[src/rtl/noc_local_ni.sv]
// Network interface between a processing element and a router Local port: TX flit packing with
// credit-based injection, RX buffering with per-flit credit return. Optional stats: NOC_NI_STATS_EN.
module noc_local_ni #(
  parameter logic [3:0] XCOORD   = 4'hF,
  parameter logic [3:0] YCOORD   = 4'hF,
  parameter int         CREDITS  = 4,
  parameter int         TX_DEPTH = 4,
  parameter int         RX_DEPTH = 4
) (
  input  logic        clk,
  input  logic        rst,
  input  logic        tx_valid,
  input  logic [7:0]  tx_dest,
  output logic        tx_ready,
  output logic        rx_valid,
  output logic [15:0] rx_data,
  input  logic        rx_ready,
  output logic [15:0] net_data_o,
  output logic        net_enable_o,
  input  logic        net_credit_i,
  input  logic [15:0] net_data_i,
  input  logic        net_enable_i,
  output logic        net_credit_o,
  output logic        err_o
`ifdef NOC_NI_STATS_EN
  ,
  output logic [15:0] tx_count,
  output logic [15:0] rx_count
`endif
);

  localparam int TX_AW = $clog2(TX_DEPTH);
  localparam int RX_AW = $clog2(RX_DEPTH);
  localparam int CW    = $clog2(CREDITS + 1);

  typedef enum logic {IDLE, SEND} state_e;

  state_e             state_q, state_d;
  logic [15:0]        tx_mem_q [TX_DEPTH];
  logic [15:0]        tx_mem_d [TX_DEPTH];
  logic [15:0]        rx_mem_q [RX_DEPTH];
  logic [15:0]        rx_mem_d [RX_DEPTH];
  logic [TX_AW:0]     tx_wr_q, tx_wr_d, tx_rd_q, tx_rd_d;
  logic [RX_AW:0]     rx_wr_q, rx_wr_d, rx_rd_q, rx_rd_d;
  logic [CW-1:0]      credit_q, credit_d;
  logic [15:0]        net_data_q, net_data_d;
  logic               net_credit_q, net_credit_d;
  logic               err_q, err_d;
  logic [15:0]        tx_count_q, tx_count_d;
  logic [15:0]        rx_count_q, rx_count_d;

  logic tx_empty, tx_full, tx_push, tx_send;
  logic rx_empty, rx_full, rx_push, rx_pop, rx_drop;

  // Extra MSB on each pointer distinguishes full from empty when the indices match.
  assign tx_empty = (tx_wr_q == tx_rd_q);
  assign tx_full  = (tx_wr_q[TX_AW] != tx_rd_q[TX_AW]) &&
                    (tx_wr_q[TX_AW-1:0] == tx_rd_q[TX_AW-1:0]);
  assign rx_empty = (rx_wr_q == rx_rd_q);
  assign rx_full  = (rx_wr_q[RX_AW] != rx_rd_q[RX_AW]) &&
                    (rx_wr_q[RX_AW-1:0] == rx_rd_q[RX_AW-1:0]);

  assign tx_ready = rst & ~tx_full;
  assign tx_push  = tx_valid & tx_ready;
  assign tx_send  = ~tx_empty & (credit_q != '0);

  // A full RX FIFO still takes a write when the head leaves in the same cycle.
  assign rx_pop   = ~rx_empty & rx_ready;
  assign rx_push  = net_enable_i & (~rx_full | rx_pop);
  assign rx_drop  = net_enable_i & rx_full & ~rx_pop;

  assign rx_valid     = ~rx_empty;
  assign rx_data      = rx_mem_q[rx_rd_q[RX_AW-1:0]];
  assign net_data_o   = net_data_q;
  assign net_enable_o = (state_q == SEND);
  assign net_credit_o = net_credit_q;
  assign err_o        = err_q;

`ifdef NOC_NI_STATS_EN
  assign tx_count = tx_count_q;
  assign rx_count = rx_count_q;
`endif

  always_comb begin
    state_d      = IDLE;
    tx_mem_d     = tx_mem_q;
    rx_mem_d     = rx_mem_q;
    tx_wr_d      = tx_wr_q;
    tx_rd_d      = tx_rd_q;
    rx_wr_d      = rx_wr_q;
    rx_rd_d      = rx_rd_q;
    credit_d     = credit_q;
    net_data_d   = net_data_q;
    net_credit_d = rx_pop;
    err_d        = err_q | rx_drop;
    tx_count_d   = tx_count_q;
    rx_count_d   = rx_count_q;

    if (tx_push) begin
      tx_mem_d[tx_wr_q[TX_AW-1:0]] = {XCOORD, YCOORD, tx_dest};
      tx_wr_d = tx_wr_q + 1'b1;
    end

    if (tx_send) begin
      state_d    = SEND;
      net_data_d = tx_mem_q[tx_rd_q[TX_AW-1:0]];
      tx_rd_d    = tx_rd_q + 1'b1;
      tx_count_d = tx_count_q + 1'b1;
    end

    // A returned credit in the same cycle as a send cancels the decrement.
    if (tx_send && !net_credit_i) begin
      credit_d = credit_q - 1'b1;
    end else if (!tx_send && net_credit_i) begin
      if (credit_q == CW'(CREDITS)) err_d = 1'b1;
      else                          credit_d = credit_q + 1'b1;
    end

    if (rx_pop) begin
      rx_rd_d    = rx_rd_q + 1'b1;
      rx_count_d = rx_count_q + 1'b1;
    end

    if (rx_push) begin
      rx_mem_d[rx_wr_q[RX_AW-1:0]] = net_data_i;
      rx_wr_d = rx_wr_q + 1'b1;
    end
  end

  always_ff @(posedge clk) begin
    if (!rst) begin
      state_q      <= IDLE;
      tx_wr_q      <= '0;
      tx_rd_q      <= '0;
      rx_wr_q      <= '0;
      rx_rd_q      <= '0;
      credit_q     <= CW'(CREDITS);
      net_data_q   <= '0;
      net_credit_q <= 1'b0;
      err_q        <= 1'b0;
      tx_count_q   <= '0;
      rx_count_q   <= '0;
    end else begin
      state_q      <= state_d;
      tx_wr_q      <= tx_wr_d;
      tx_rd_q      <= tx_rd_d;
      rx_wr_q      <= rx_wr_d;
      rx_rd_q      <= rx_rd_d;
      credit_q     <= credit_d;
      net_data_q   <= net_data_d;
      net_credit_q <= net_credit_d;
      err_q        <= err_d;
      tx_count_q   <= tx_count_d;
      rx_count_q   <= rx_count_d;
    end
  end

  // FIFO storage carries no reset; pointers alone define what is valid.
  always_ff @(posedge clk) begin
    tx_mem_q <= tx_mem_d;
    rx_mem_q <= rx_mem_d;
  end

endmodule

[config.mk]
export PLATFORM = sky130hd
export DESIGN_NAME = noc_local_ni
export DESIGN_NICKNAME = d
export VERILOG_FILES = /design/src/rtl/noc_local_ni.sv
export SDC_FILE = /design/constraint.sdc
export NUM_CORES = 1
export LEC_CHECK = 0
export BUFFER_PORTS_ARGS = -buffer_cell sky130_fd_sc_hd__buf_2
export CAP_MARGIN = 0
export CORE_MARGIN = 4
export CORE_UTILIZATION = 40
export DETAILED_ROUTE_END_ITERATION = 8
export PLACE_DENSITY = 0.56
export SLEW_MARGIN = 5
export SYNTH_ARGS = -nofsm -noshare
export SYNTH_HDL_FRONTEND = slang
export SYNTH_SLANG_ARGS = --single-unit
[constraint.sdc]
create_clock -name clk -period 4.6 [get_ports clk]
set_clock_uncertainty 0.15 [all_clocks]
set_input_delay 0.46 -clock clk [delete_from_list [all_inputs] [get_ports clk]]
set_output_delay 0.46 -clock clk [all_outputs]
set_load 0.02 [all_outputs]
-- Yosys cells after proc, flatten, opt, wreduce, memory -nomap -nowiden
Cells that the tools add are included.
- register bits after elaboration: 162
- bits of input ports: 30
- output and inout port bits: 37
- logic and storage cells: 85
- add/subtract/negate cells: 6
- magnitude comparators: 6
- equality and inequality tests: 8
- mux-type cells: 19
- bitwise gates (word level): 18
- reduce and logical (&&, ||, !) cells: 11
- operator list (cell ; number):
    $bwmux 64 ; 2
    $mux 16 ; 6
    $bmux 16 s2 ; 2
    $demux 16 s2 ; 2
    $add 3x1->3 const B ; 5
    $ge 3x3->1 const B ; 4
    $not 2->3 ; 4
    $mux 3 ; 3
    $and 1x1->1 ; 7
    $eq 3x3->1 ; 2
    $logic_and 1x1->1 ; 6
    $lt 3x1->1 const B ; 2
    $not 1->1 ; 5
    $eq 2x2->1 ; 2
    $mux 1 ; 4
    $eq 3x3->1 const B ; 1
    $reduce_bool 3->1 ; 1
    $sub 3x1->3 const B ; 1
    $logic_not 1->1 ; 2
    $ne 1x1->1 ; 2
    $ne 2x2->1 const B ; 1
    $or 1x1->1 ; 2
    $reduce_and 2->1 ; 1
    $reduce_bool 2->1 ; 1

-- Depth between registers and ports, before layout
Gate-level depths: netlist of run 1.
- depth after elaboration: 9
- mapped depth: 11
- depth with buffers taken out: 9

-- Worst setup path after synthesis of run 1
OpenSTA, ideal clock, no wires.
- path type: register -> register
- start point: reg tx_rd_q[0]
- end point: reg credit_q[2]
- library setup time: 0.152 ns
- data arrival time: 2.111 ns
- required time: 4.298 ns
- slack: 2.187 ns
- stages on the path, launching flop included: 12
- buffers on the path: 2
- clock period less this slack: 2.413 ns
- path through: dfxtp_1 buf_6 xor2_1 o32a_2 buf_2 ha_1 inv_1 fa_1 nor2_1 a21oi_1 o21ai_0 o311ai_0
- cells in the longest elaborated chain, start to end: 7
- elaborated cells on any way between the ends: 10
- classes of those cells: eq/ne (2); mux (1); bitwise (2); reduce/logical (5)
- ends and longest elaborated chain (element ; RTL line ; source):
    start: declaration ; 43 ; logic [TX_AW:0] tx_wr_q, tx_wr_d, tx_rd_q, tx_rd_d;
    start signal: assignment ; 146 ; tx_rd_q <= tx_rd_d;
    $eq 3x3->1 (*) ; 56 ; assign tx_empty = (tx_wr_q == tx_rd_q);
    $not 1->1 (*) ; 65 ; assign tx_send = ~tx_empty & (credit_q != '0);
    $and 1x1->1 (*) ; 65 ;
    $logic_not 1->1 ; 114 ; end else if (!tx_send && net_credit_i) begin
    $logic_and 1x1->1 ; 114 ;
    $reduce_bool 2->1 (no source line) ; -- ;
    $reduce_and 2->1 (no source line) ; -- ;
    end signal: assignment ; 137 ; credit_q <= CW'(CREDITS);
    end signal: assignment ; 149 ; credit_q <= credit_d;
    end: declaration ; 45 ; logic [CW-1:0] credit_q, credit_d;
Mark *: on every way between the ends. The rest lies on a longest branch, timed or not.
A chain may end at the register's enable or synchronous reset.

-- Worst setup path after layout of run 1
Same ends and word-level chain as after synthesis.

==> impl_metrics.py, run 1 <==
metrics = {
    "outcome": {
        "outcome": "completed",
    },
    "worst_setup_path": {
        "slowest_delay_ns": 0.76,
        "cp_cell_sequence": "xor2_1 > o32a_2 > ha_1 > inv_1 > fa_1 > nor2_1 > a21oi_1 > o21ai_0 > o311ai_0",
        "cp-start-kind": "register",
        "rr_worst_depth": 9,
        "crit_buf_inv": 1,
        "rr_startpoint": "tx_rd_q[0]",
        "crit_family": "compound AO/OA/AOI/OAI gates",
        "cp-startpoint": "tx_rd_q[0]",
        "crit_fanout": 24,
        "crit_slowest_cell": "dfxtp_1",
        "worstPathRequired_ns": 4.69,
        "worstSetupPathType": "reg2reg",
        "worstSetupEndpointType": "register",
        "worstPathArrival_ns": 3.12,
        "cp.depth": 9,
    },
    "logic_synthesis": {
        "synth_area_sq_um": 4931,
        "yosysWarnings": 0,
        "syn_inst": 293,
        "synth_area_leaders": "edfxtp_1, dfxtp_1, mux4_2",
        "synth.top_cell.area_share_pct": 58.46,
        "ys_types": 38,
        "ys_ff_latch": 123,
        "yosysSeqAreaShare_pct": 69.42,
        "syn-num-nets": 336,
        "synth.avg_cell_area_sq_um": 16.83,
        "yosysTopAreaCell": "edfxtp_1",
    },
    "finish": {
        "fin_nets": 403,
        "final_core_util_pct": 49.07,
        "final_area_sq_um": 5918,
        "n_fill_cell": 1031,
        "layout_commonest_cell": "edfxtp_1",
        "n_antenna_cell": 0,
        "areaGrowthSynthToFinish_pct": 20.02,
        "final_cell_mix": "edfxtp_1, buf_2, dfxtp_1, mux4_2, clkbuf_16",
        "drive_gt1_share_pct": 34.14,
    },
    "power": {
        "ir_drop_v": 0.0003022,
        "power_switching_share_pct": 28.44,
        "intPower_uw": 2412,
        "p_total_uw": 3371,
        "p_leak_uw": 0.002146,
        "comb_power_share_pct": 21.9,
        "clkPwrFrac_pct": 36.9,
        "power.switching_uw": 958.8,
        "seq_power_share_pct": 41.2,
        "pwr_density_cell_nw_per_um2": 569.6,
    },
    "place": {
        "routabilityCongestion": 0.6874,
        "io_buffers": 66,
        "hpwlAfterDp_um": 5516,
        "dpl_cell_area_sq_um": 5351,
    },
    "floorplan": {
        "initial_core_util_pct": 40.88,
        "die_w_um": 119.0,
        "boundaryPins": 67,
        "rows": 40,
        "core_area_sq_um": 12060,
        "fp.dieH_um": 119.0,
        "die_area_sq_um": 14170,
    },
    "grt": {
        "grt_max_degree": 29,
        "grt_pass1_vias": 2598,
        "track_usage_pct": 12.96,
        "grt_pass1_wl_um": 13790,
        "grt_overflow": 0,
        "antenna_found_initial": 0,
    },
    "min_path": {
        "holdCritPathClass": "in2reg",
        "whs_path_depth": 1,
        "hold_path.startpoint": "tx_dest[5]",
    },
    "timing": {
        "grt_setup_unrepaired": "false",
        "fin_tns_setup_ns": 0,
        "worst-slew-pin-transition_ns": 0.9870,
        "period_minus_slack_ns": 3.031,
        "maxSlewHeadroom_pct": 34.11,
        "hold_viol": 0,
        "fin_crit_sh_pct": 65.90,
        "max_clock_freq_mhz": 329.9,
        "slew_viol_final": 0,
        "setup_viol_count_final": 0,
    },
    "clocking": {
        "cts_made_buffers": 17,
        "cts_setup_buffers": 0,
        "h-tree-depth": 4,
        "path_clk_slew_ns": 0.05,
        "cts_buffer_depth": 2,
        "cts_sinks": 123,
        "cts_resized": 0,
        "clockRootBuffer": "clkbuf_16",
        "tritoncts": "done",
        "clk_latency_ns": 0.40,
        "hold_buffers": 0,
    },
    "detailed_routing": {
        "dr.pass1.iters": 4,
        "wire_per_inst_um": 15.85,
        "drc": 0,
        "ant_nets": 0,
        "vias": 2584,
        "vias_per_cell": 4.785,
        "routed_wirelength_um": 8560,
        "drtIter0Drc": 144,
    },
    "job": {
        "maxCapViolations": 0,
    },
}
[registers in the layout, summed over array words and instances, names as in the netlist]
signal / count
tx_wr_q: 3
credit_q: 3
rx_mem_q: 64
net_enable_o: 1
rx_wr_q: 3
err_o: 1
net_data_o: 9
rx_rd_q: 3
net_credit_o: 1
tx_mem_q: 32
tx_rd_q: 3
[power groups by stage]
| stage | sequential (uW) | clock [uW] | combinational (uW) |
|---|---|---|---|
| 2_1_floorplan | 1400 | 0 | 603 |
| 3_3_place_gp | 1410 | 0 | 739 |
| 3_5_place_dp | 1410 | 0 | 749 |
| 4_1_cts | 1390 | 1270 | 751 |
| 5_1_grt | 1400 | 1320 | 817 |
| 6_report | 1390 | 1240 | 739 |
[metrics by stage]
| step | hold WS, ns | setup slack (ns) | instances |
|---|---|---|---|
| after floorplan | 0.3175 | 2.187 | 293 |
| after global placement | 0.3017 | 1.677 | 509 |
| after detailed placement | 0.2981 | 1.577 | 509 |
| after CTS | 0.09698 | 1.560 | 540 |
| after global routing | 0.1036 | 1.263 | 540 |
| final | 0.1185 | 1.569 | 540 |
[per-layer routing]
layer  global-route usage, %  up-vias  wire, um  part of all wire [%]
met5                       0        -         0                     0
met4                   5.865        0       148                   1.7
met3                   4.179       15       410                   4.8
met2                   21.05       57      4314                    50
met1                   15.79     1269      3686                    43
li1                        -     1243         -                     -
[cells in the mapped netlist]
cell type	instances
edfxtp_1	96
dfxtp_1	27
mux4_2	24
inv_1	13
nand2_1	13
nor2_1	13
ha_1	12
nand3_1	12
and2_1	9
o21ai_1	9
buf_4	8
o21ai_0	6
a21oi_1	5
xnor2_1	5
xor2_1	5
clkbuf_1	4
or3_1	4
buf_2	3
buf_6	3
a221oi_1	2
o31ai_1	2
xor2_2	2
a21boi_0	1
and2_4	1
and3_1	1
and3b_1	1
buf_1	1
fa_1	1
nand2b_1	1
nand4b_1	1
nor4_1	1
o21a_1	1
o21ai_2	1
o311ai_0	1
o31ai_2	1
o32a_2	1
o41a_4	1
or2_2	1
[path summary, 6_finish.rpt]
path / slack (ns) / endpoint
hold / removal: 0.12 / tx_mem_q[5]
setup / recovery: 1.57 / credit_q[2]
setup reg to reg: 1.57 / credit_q[2]
hold reg to reg: 0.30 / net_data_o[0]
[cell families after synthesis]
logic type	count (synthesis)	synth area share, %
flip-flops	123	69.42
AND/OR/NAND/NOR	58	5.887
buffers and inverters	32	3.578
AO/OA/AOI/OAI	31	4.263
multiplexers	24	10.96
adder cells (fa/ha/maj)	13	3.451
XOR/XNOR	12	2.436
[area by class of cell]
class                           instances  area [sq um]  share of cell area (%)
Clock buffer                           25         505.5                   8.541
Clock inverter                          6         61.31                   1.036
Inverter                               13         48.80                  0.8245
Multi-Input combinational cell        138          1331                   22.49
Sequential cell                       123          3423                   57.84
Tap cell                              168         210.2                   3.552
Timing Repair Buffer                   67         337.8                   5.708
Note: power is estimated with default switching activity, not from simulation.
==> inputs of run 2 (changes only) <==
Settings changed: PLACE_DENSITY 0.56 to 0.58.
Clock period 4.6 ns to 2.7 ns, I/O delays scaled along.
==> run 2 against run 1 <==
Via count up 4.8%. Sequential power increased by 65%. Utilization increased by 2.9 points. Non-clock buffer count is 31 higher. Register-to-register slack got worse by 1.1 ns. Critical path depth fell by 6. Critical endpoint is now rx_data[2].
==> impl_metrics.py, run 2 (synthesis gave the netlist of run 1 again) <==
metrics = {
    "outcome": {
        "outcome": "completed",
    },
    "clocking": {
        "path_clk_slew_ns": 0.05,
        "cts_resized": 0,
        "clk_latency_ns": 0.41,
        "cts_setup_buffers": 0,
        "cts_sinks": 123,
        "h-tree-depth": 4,
        "hold_buffers": 26,
        "clockRootBuffer": "clkbuf_16",
        "tritoncts": "done",
        "cts_made_buffers": 17,
        "cts_buffer_depth": 2,
    },
    "place": {
        "hpwlAfterDp_um": 5746,
        "dpl_cell_area_sq_um": 5389,
        "routabilityCongestion": 0.7361,
        "io_buffers": 66,
    },
    "finish": {
        "drive_gt1_share_pct": 32.18,
        "largest_reg_flops": 64,
        "register_area_sq_um": 3423,
        "top_register": "rx_mem_q",
        "areaGrowthSynthToFinish_pct": 27.20,
        "n_antenna_cell": 0,
        "n_fill_cell": 1002,
        "multiInputGateArea_sq_um": 1331,
        "fin_nets": 434,
        "layout_commonest_cell": "edfxtp_1",
        "final_cell_mix": "edfxtp_1, buf_2, dfxtp_1, dlygate4sd3_1, mux4_2",
        "final_area_sq_um": 6272,
        "final_core_util_pct": 52.00,
    },
    "power": {
        "ir_drop_v": 0.0004563,
        "intPower_uw": 4401,
        "comb_power_share_pct": 23.1,
        "seq_power_share_pct": 37.9,
        "p_leak_uw": 0.002305,
        "power_switching_share_pct": 27.40,
        "clkPwrFrac_pct": 39.0,
        "pwr_density_cell_nw_per_um2": 966.4,
        "power.switching_uw": 1661,
    },
    "timing": {
        "setup_viol_count_final": 0,
        "hold_viol": 0,
        "maxSlewHeadroom_pct": 43.91,
        "period_minus_slack_ns": 2.336,
        "fin_tns_setup_ns": 0,
        "max_clock_freq_mhz": 428.2,
        "slew_viol_final": 0,
        "grt_setup_unrepaired": "false",
        "worst-slew-pin-transition_ns": 0.8413,
        "fin_crit_sh_pct": 86.50,
    },
    "min_path": {
        "holdCritPathClass": "in2reg",
        "min_to": "net_credit_o",
        "whs_path_depth": 3,
        "hold_path.startpoint": "rx_ready",
    },
    "worst_setup_path": {
        "reg2reg_to": "credit_q[2]",
        "slowest_delay_ns": 0.58,
        "worstPathArrival_ns": 1.92,
        "crit_slowest_cell": "mux4_2",
        "cp_cell_sequence": "buf_4 > mux4_2 > buf_2",
        "rr_startpoint": "tx_wr_q[0]",
        "crit_buf_inv": 2,
        "rr_worst_depth": 9,
        "rrSetupSlack_ns": 0.47,
        "worstSetupPathType": "reg2out",
        "cp-start-kind": "register",
        "crit_fanout": 18,
        "crit_family": "multiplexers",
        "worstPathRequired_ns": 2.28,
        "worstSetupEndpointType": "output port",
    },
    "floorplan": {
        "initial_core_util_pct": 40.88,
        "boundaryPins": 67,
        "rows": 40,
        "core_area_sq_um": 12060,
        "die_area_sq_um": 14170,
        "fp.dieH_um": 119.0,
        "die_w_um": 119.0,
    },
    "grt": {
        "grt_max_degree": 28,
        "grt_overflow": 0,
        "antenna_found_initial": 0,
        "grt_pass1_wl_um": 14870,
        "track_usage_pct": 14.00,
        "grt_pass1_vias": 2868,
    },
    "detailed_routing": {
        "wire_per_inst_um": 15.71,
        "drtIter0Drc": 112,
        "routed_wirelength_um": 8984,
        "vias_per_cell": 4.733,
        "ant_nets": 0,
        "vias": 2707,
        "drc": 0,
        "dr.pass1.iters": 4,
    },
    "job": {
        "maxCapViolations": 0,
    },
}
==> run 2: worst min-delay path: stages <==
cell and delay, ns:
buf_2 0.13, o31ai_2 0.12, nor2_1 0.05
==> run 2: cell type report <==
| class | instances | area share, % |
|---|---|---|
| well taps | 168 | 3.351 |
| flip-flops and latches | 123 | 54.58 |
| clock inverters | 8 | 2.254 |
| repair buffers | 98 | 10.13 |
| clock buffers | 24 | 7.680 |
| inverters | 13 | 0.7780 |
| multi-input cells | 138 | 21.22 |
==> run 2: worst max-delay path by stage <==
| stage | start | end | slack, ns | depth (start not counted) |
|---|---|---|---|---|
| 3_3_place_gp | tx_wr_q[1] | credit_q[2] | 0.53 | 9 |
| 6_report | rx_rd_q[0] | rx_data[2] | 0.36 | 3 |
| 3_5_place_dp | tx_wr_q[1] | credit_q[2] | 0.44 | 9 |
| 2_1_floorplan | tx_rd_q[0] | credit_q[2] | 0.29 | 11 |
| 5_1_grt | rx_rd_q[0] | rx_data[2] | 0.26 | 3 |
| 4_1_cts | rx_rd_q[0] | rx_data[2] | 0.33 | 3 |
==> run 2: metrics by stage <==
step           setup WS, ns  hold WS (ns)  instances  power (uW)
2_1_floorplan        0.2871        0.2189        293        3419
3_3_place_gp         0.5306        0.2867        514        3723
3_5_place_dp         0.4396        0.2973        514        3740
4_1_cts              0.3262       0.05530        572        6151
5_1_grt              0.2643       0.07822        572        6381
6_report             0.3644       0.06750        572        6061
==> run 2: routing by layer <==
layer	wire length, um	global-route usage [%]
met5	0	0
met1	3872	16.53
met2	4539	23.10
met4	162	7.386
met3	410	4.131
==> run 2: power groups by stage <==
| stage | combinational (uW) | sequential [uW] | clock, uW |
|---|---|---|---|
| floorplan | 1030 | 2390 | 0 |
| global placement | 1390 | 2330 | 0 |
| detailed placement | 1400 | 2340 | 0 |
| CTS | 1440 | 2300 | 2410 |
| global route | 1550 | 2320 | 2510 |
| finish | 1400 | 2300 | 2360 |
==> inputs of run 3 (changes only) <==
Settings changed: CTS_BUF_LIST set to sky130_fd_sc_hd__clkbuf_2 sky130_fd_sc_hd__clkbuf_4 sky130_fd_sc_hd__clkbuf_8.
==> run 3 against run 2 <==
Worst setup slack lost 0.018 ns. Sequential cell count is the same. Clock power shrank 24%. Combinational power is essentially flat. Design area shrank 2.8%. Wire length shrank 0.39%. First-iteration DRC count shrank 0.89%. Fmax shrank 0.78%. Sequential power is essentially flat. Via count shrank 0.92%.
==> impl_metrics.py, run 3 (synthesis gave the netlist of run 1 again) <==
metrics = {
    "power": {
        "p_total_uw": 5487,
        "ir_drop_v": 0.0006506,
        "p_leak_uw": 0.002231,
        "pwr_density_cell_nw_per_um2": 900.1,
    },
    "floorplan": {
        "rows": 40,
        "initial_core_util_pct": 40.88,
        "fp.dieH_um": 119.0,
        "die_area_sq_um": 14170,
        "die_w_um": 119.0,
        "core_area_sq_um": 12060,
        "boundaryPins": 67,
    },
    "detailed_routing": {
        "drc": 0,
        "vias_per_cell": 4.689,
        "routed_wirelength_um": 8949,
        "wire_per_inst_um": 15.65,
        "vias": 2682,
        "ant_nets": 0,
        "drtIter0Drc": 111,
        "dr.pass1.iters": 4,
    },
    "finish": {
        "final_area_sq_um": 6096,
        "n_antenna_cell": 0,
        "finalNonFillerCells": 572,
        "n_fill_cell": 1027,
        "final_cell_mix": "edfxtp_1, buf_2, dfxtp_1, dlygate4sd3_1, mux4_2",
        "drive_gt1_share_pct": 33.17,
        "top_register": "rx_mem_q",
        "areaGrowthSynthToFinish_pct": 23.62,
        "fin_nets": 434,
        "largest_reg_flops": 64,
        "layout_commonest_cell": "edfxtp_1",
    },
    "clocking": {
        "path_clk_slew_ns": 0.07,
        "hold_buffers": 26,
        "clk_latency_ns": 0.43,
        "cts_made_buffers": 17,
        "cts_resized": 0,
        "h-tree-depth": 4,
        "clockRootBuffer": "clkbuf_8",
        "cts_buffer_depth": 2,
        "cts_sinks": 123,
        "tritoncts": "done",
        "cts_setup_buffers": 0,
    },
    "timing": {
        "grt_setup_unrepaired": "false",
        "setup_viol_count_final": 0,
        "max_clock_freq_mhz": 424.8,
        "timing.final.ws_setup_ns": 0.3460,
        "period_minus_slack_ns": 2.354,
        "worst-slew-pin-transition_ns": 0.8632,
        "maxSlewHeadroom_pct": 42.45,
        "slew_viol_final": 0,
        "fin_crit_sh_pct": 87.19,
        "hold_viol": 0,
        "fin_tns_setup_ns": 0,
    },
    "min_path": {
        "min_to": "net_credit_o",
        "holdCritPathClass": "in2reg",
        "hold_path.startpoint": "rx_ready",
        "whs_path_depth": 3,
    },
    "worst_setup_path": {
        "crit_slowest_cell": "mux4_2",
        "worstSetupPathType": "reg2out",
        "rr_worst_depth": 9,
        "worstPathArrival_ns": 1.93,
        "worstPathRequired_ns": 2.28,
        "slowest_delay_ns": 0.57,
        "cp-start-kind": "register",
        "crit_fanout": 18,
        "cp_cell_sequence": "buf_4 > mux4_2 > buf_2",
        "rr_startpoint": "tx_wr_q[1]",
        "rrSetupSlack_ns": 0.47,
        "worstSetupEndpointType": "output port",
        "reg2reg_to": "credit_q[2]",
    },
    "grt": {
        "grt_overflow": 0,
        "antenna_found_initial": 0,
        "grt_pass1_wl_um": 14630,
        "grt_pass1_vias": 2840,
        "grt_max_degree": 28,
        "track_usage_pct": 13.73,
    },
    "outcome": {
        "outcome": "completed",
    },
    "place": {
        "io_buffers": 66,
        "routabilityCongestion": 0.7361,
        "place_inst": 514,
        "dpl_cell_area_sq_um": 5389,
        "preCtsSetupSlack_ns": 0.4396,
        "hpwlAfterDp_um": 5746,
    },
    "job": {
        "maxCapViolations": 0,
    },
}
==> run 3: cell counts in the layout (fill, tap and decap cells not counted) <==
No cell type changed its count.
==> run 3: worst max path at each step <==
stage | slack, ns | to | depth (start not counted) | from
floorplan | 0.29 | credit_q[2] | 11 | tx_rd_q[0]
global placement | 0.53 | credit_q[2] | 9 | tx_wr_q[1]
detailed placement | 0.44 | credit_q[2] | 9 | tx_wr_q[1]
CTS | 0.29 | rx_data[2] | 3 | rx_rd_q[0]
global route | 0.22 | rx_data[2] | 3 | rx_rd_q[0]
finish | 0.35 | rx_data[11] | 3 | rx_rd_q[0]
==> run 3: worst max-delay path, delay by kind of cell, from the launching register on <==
family	cells	cell delay, ns
flip-flops	1	0.37
buffers and inverters	2	0.54
multiplexers	1	0.57
==> run 3: area by class of cell <==
cell class	instances	area, sq um	area share (%)
flip-flops and latches	123	3423	56.16
multi-input cells	138	1331	21.84
repair buffers	98	635.6	10.43
clock buffers	24	305.3	5.008
well taps	168	210.2	3.448
clock inverters	8	141.4	2.319
inverters	13	48.80	0.8005
==> run 3: metrics by stage <==
step	utilization (%)	hold WS, ns
after floorplan	-	0.2189
after global placement	44.68	0.2867
after detailed placement	44.68	0.2973
after CTS	50.54	0.01833
after global routing	50.54	0.03461
final	50.54	0.04124
==> run 3: metal layers <==
| metal | part of all wire, % | GRT usage (%) | wire [um] | vias up |
|---|---|---|---|---|
| met5 | 0 | 0 | 0 | - |
| met4 | 1.3 | 4.996 | 114 | 0 |
| met3 | 5.0 | 5.461 | 450 | 12 |
| met2 | 51 | 22.75 | 4544 | 61 |
| met1 | 43 | 16.18 | 3841 | 1307 |
| li1 | - | - | - | 1302 |
==> run 3: where the power goes <==
| group | total (uW) | switching [uW] | internal [uW] |
|---|---|---|---|
| registers | 2290 | 83.9 | 2210 |
| logic | 1400 | 826 | 577 |
| clock network | 1790 | 675 | 1120 |
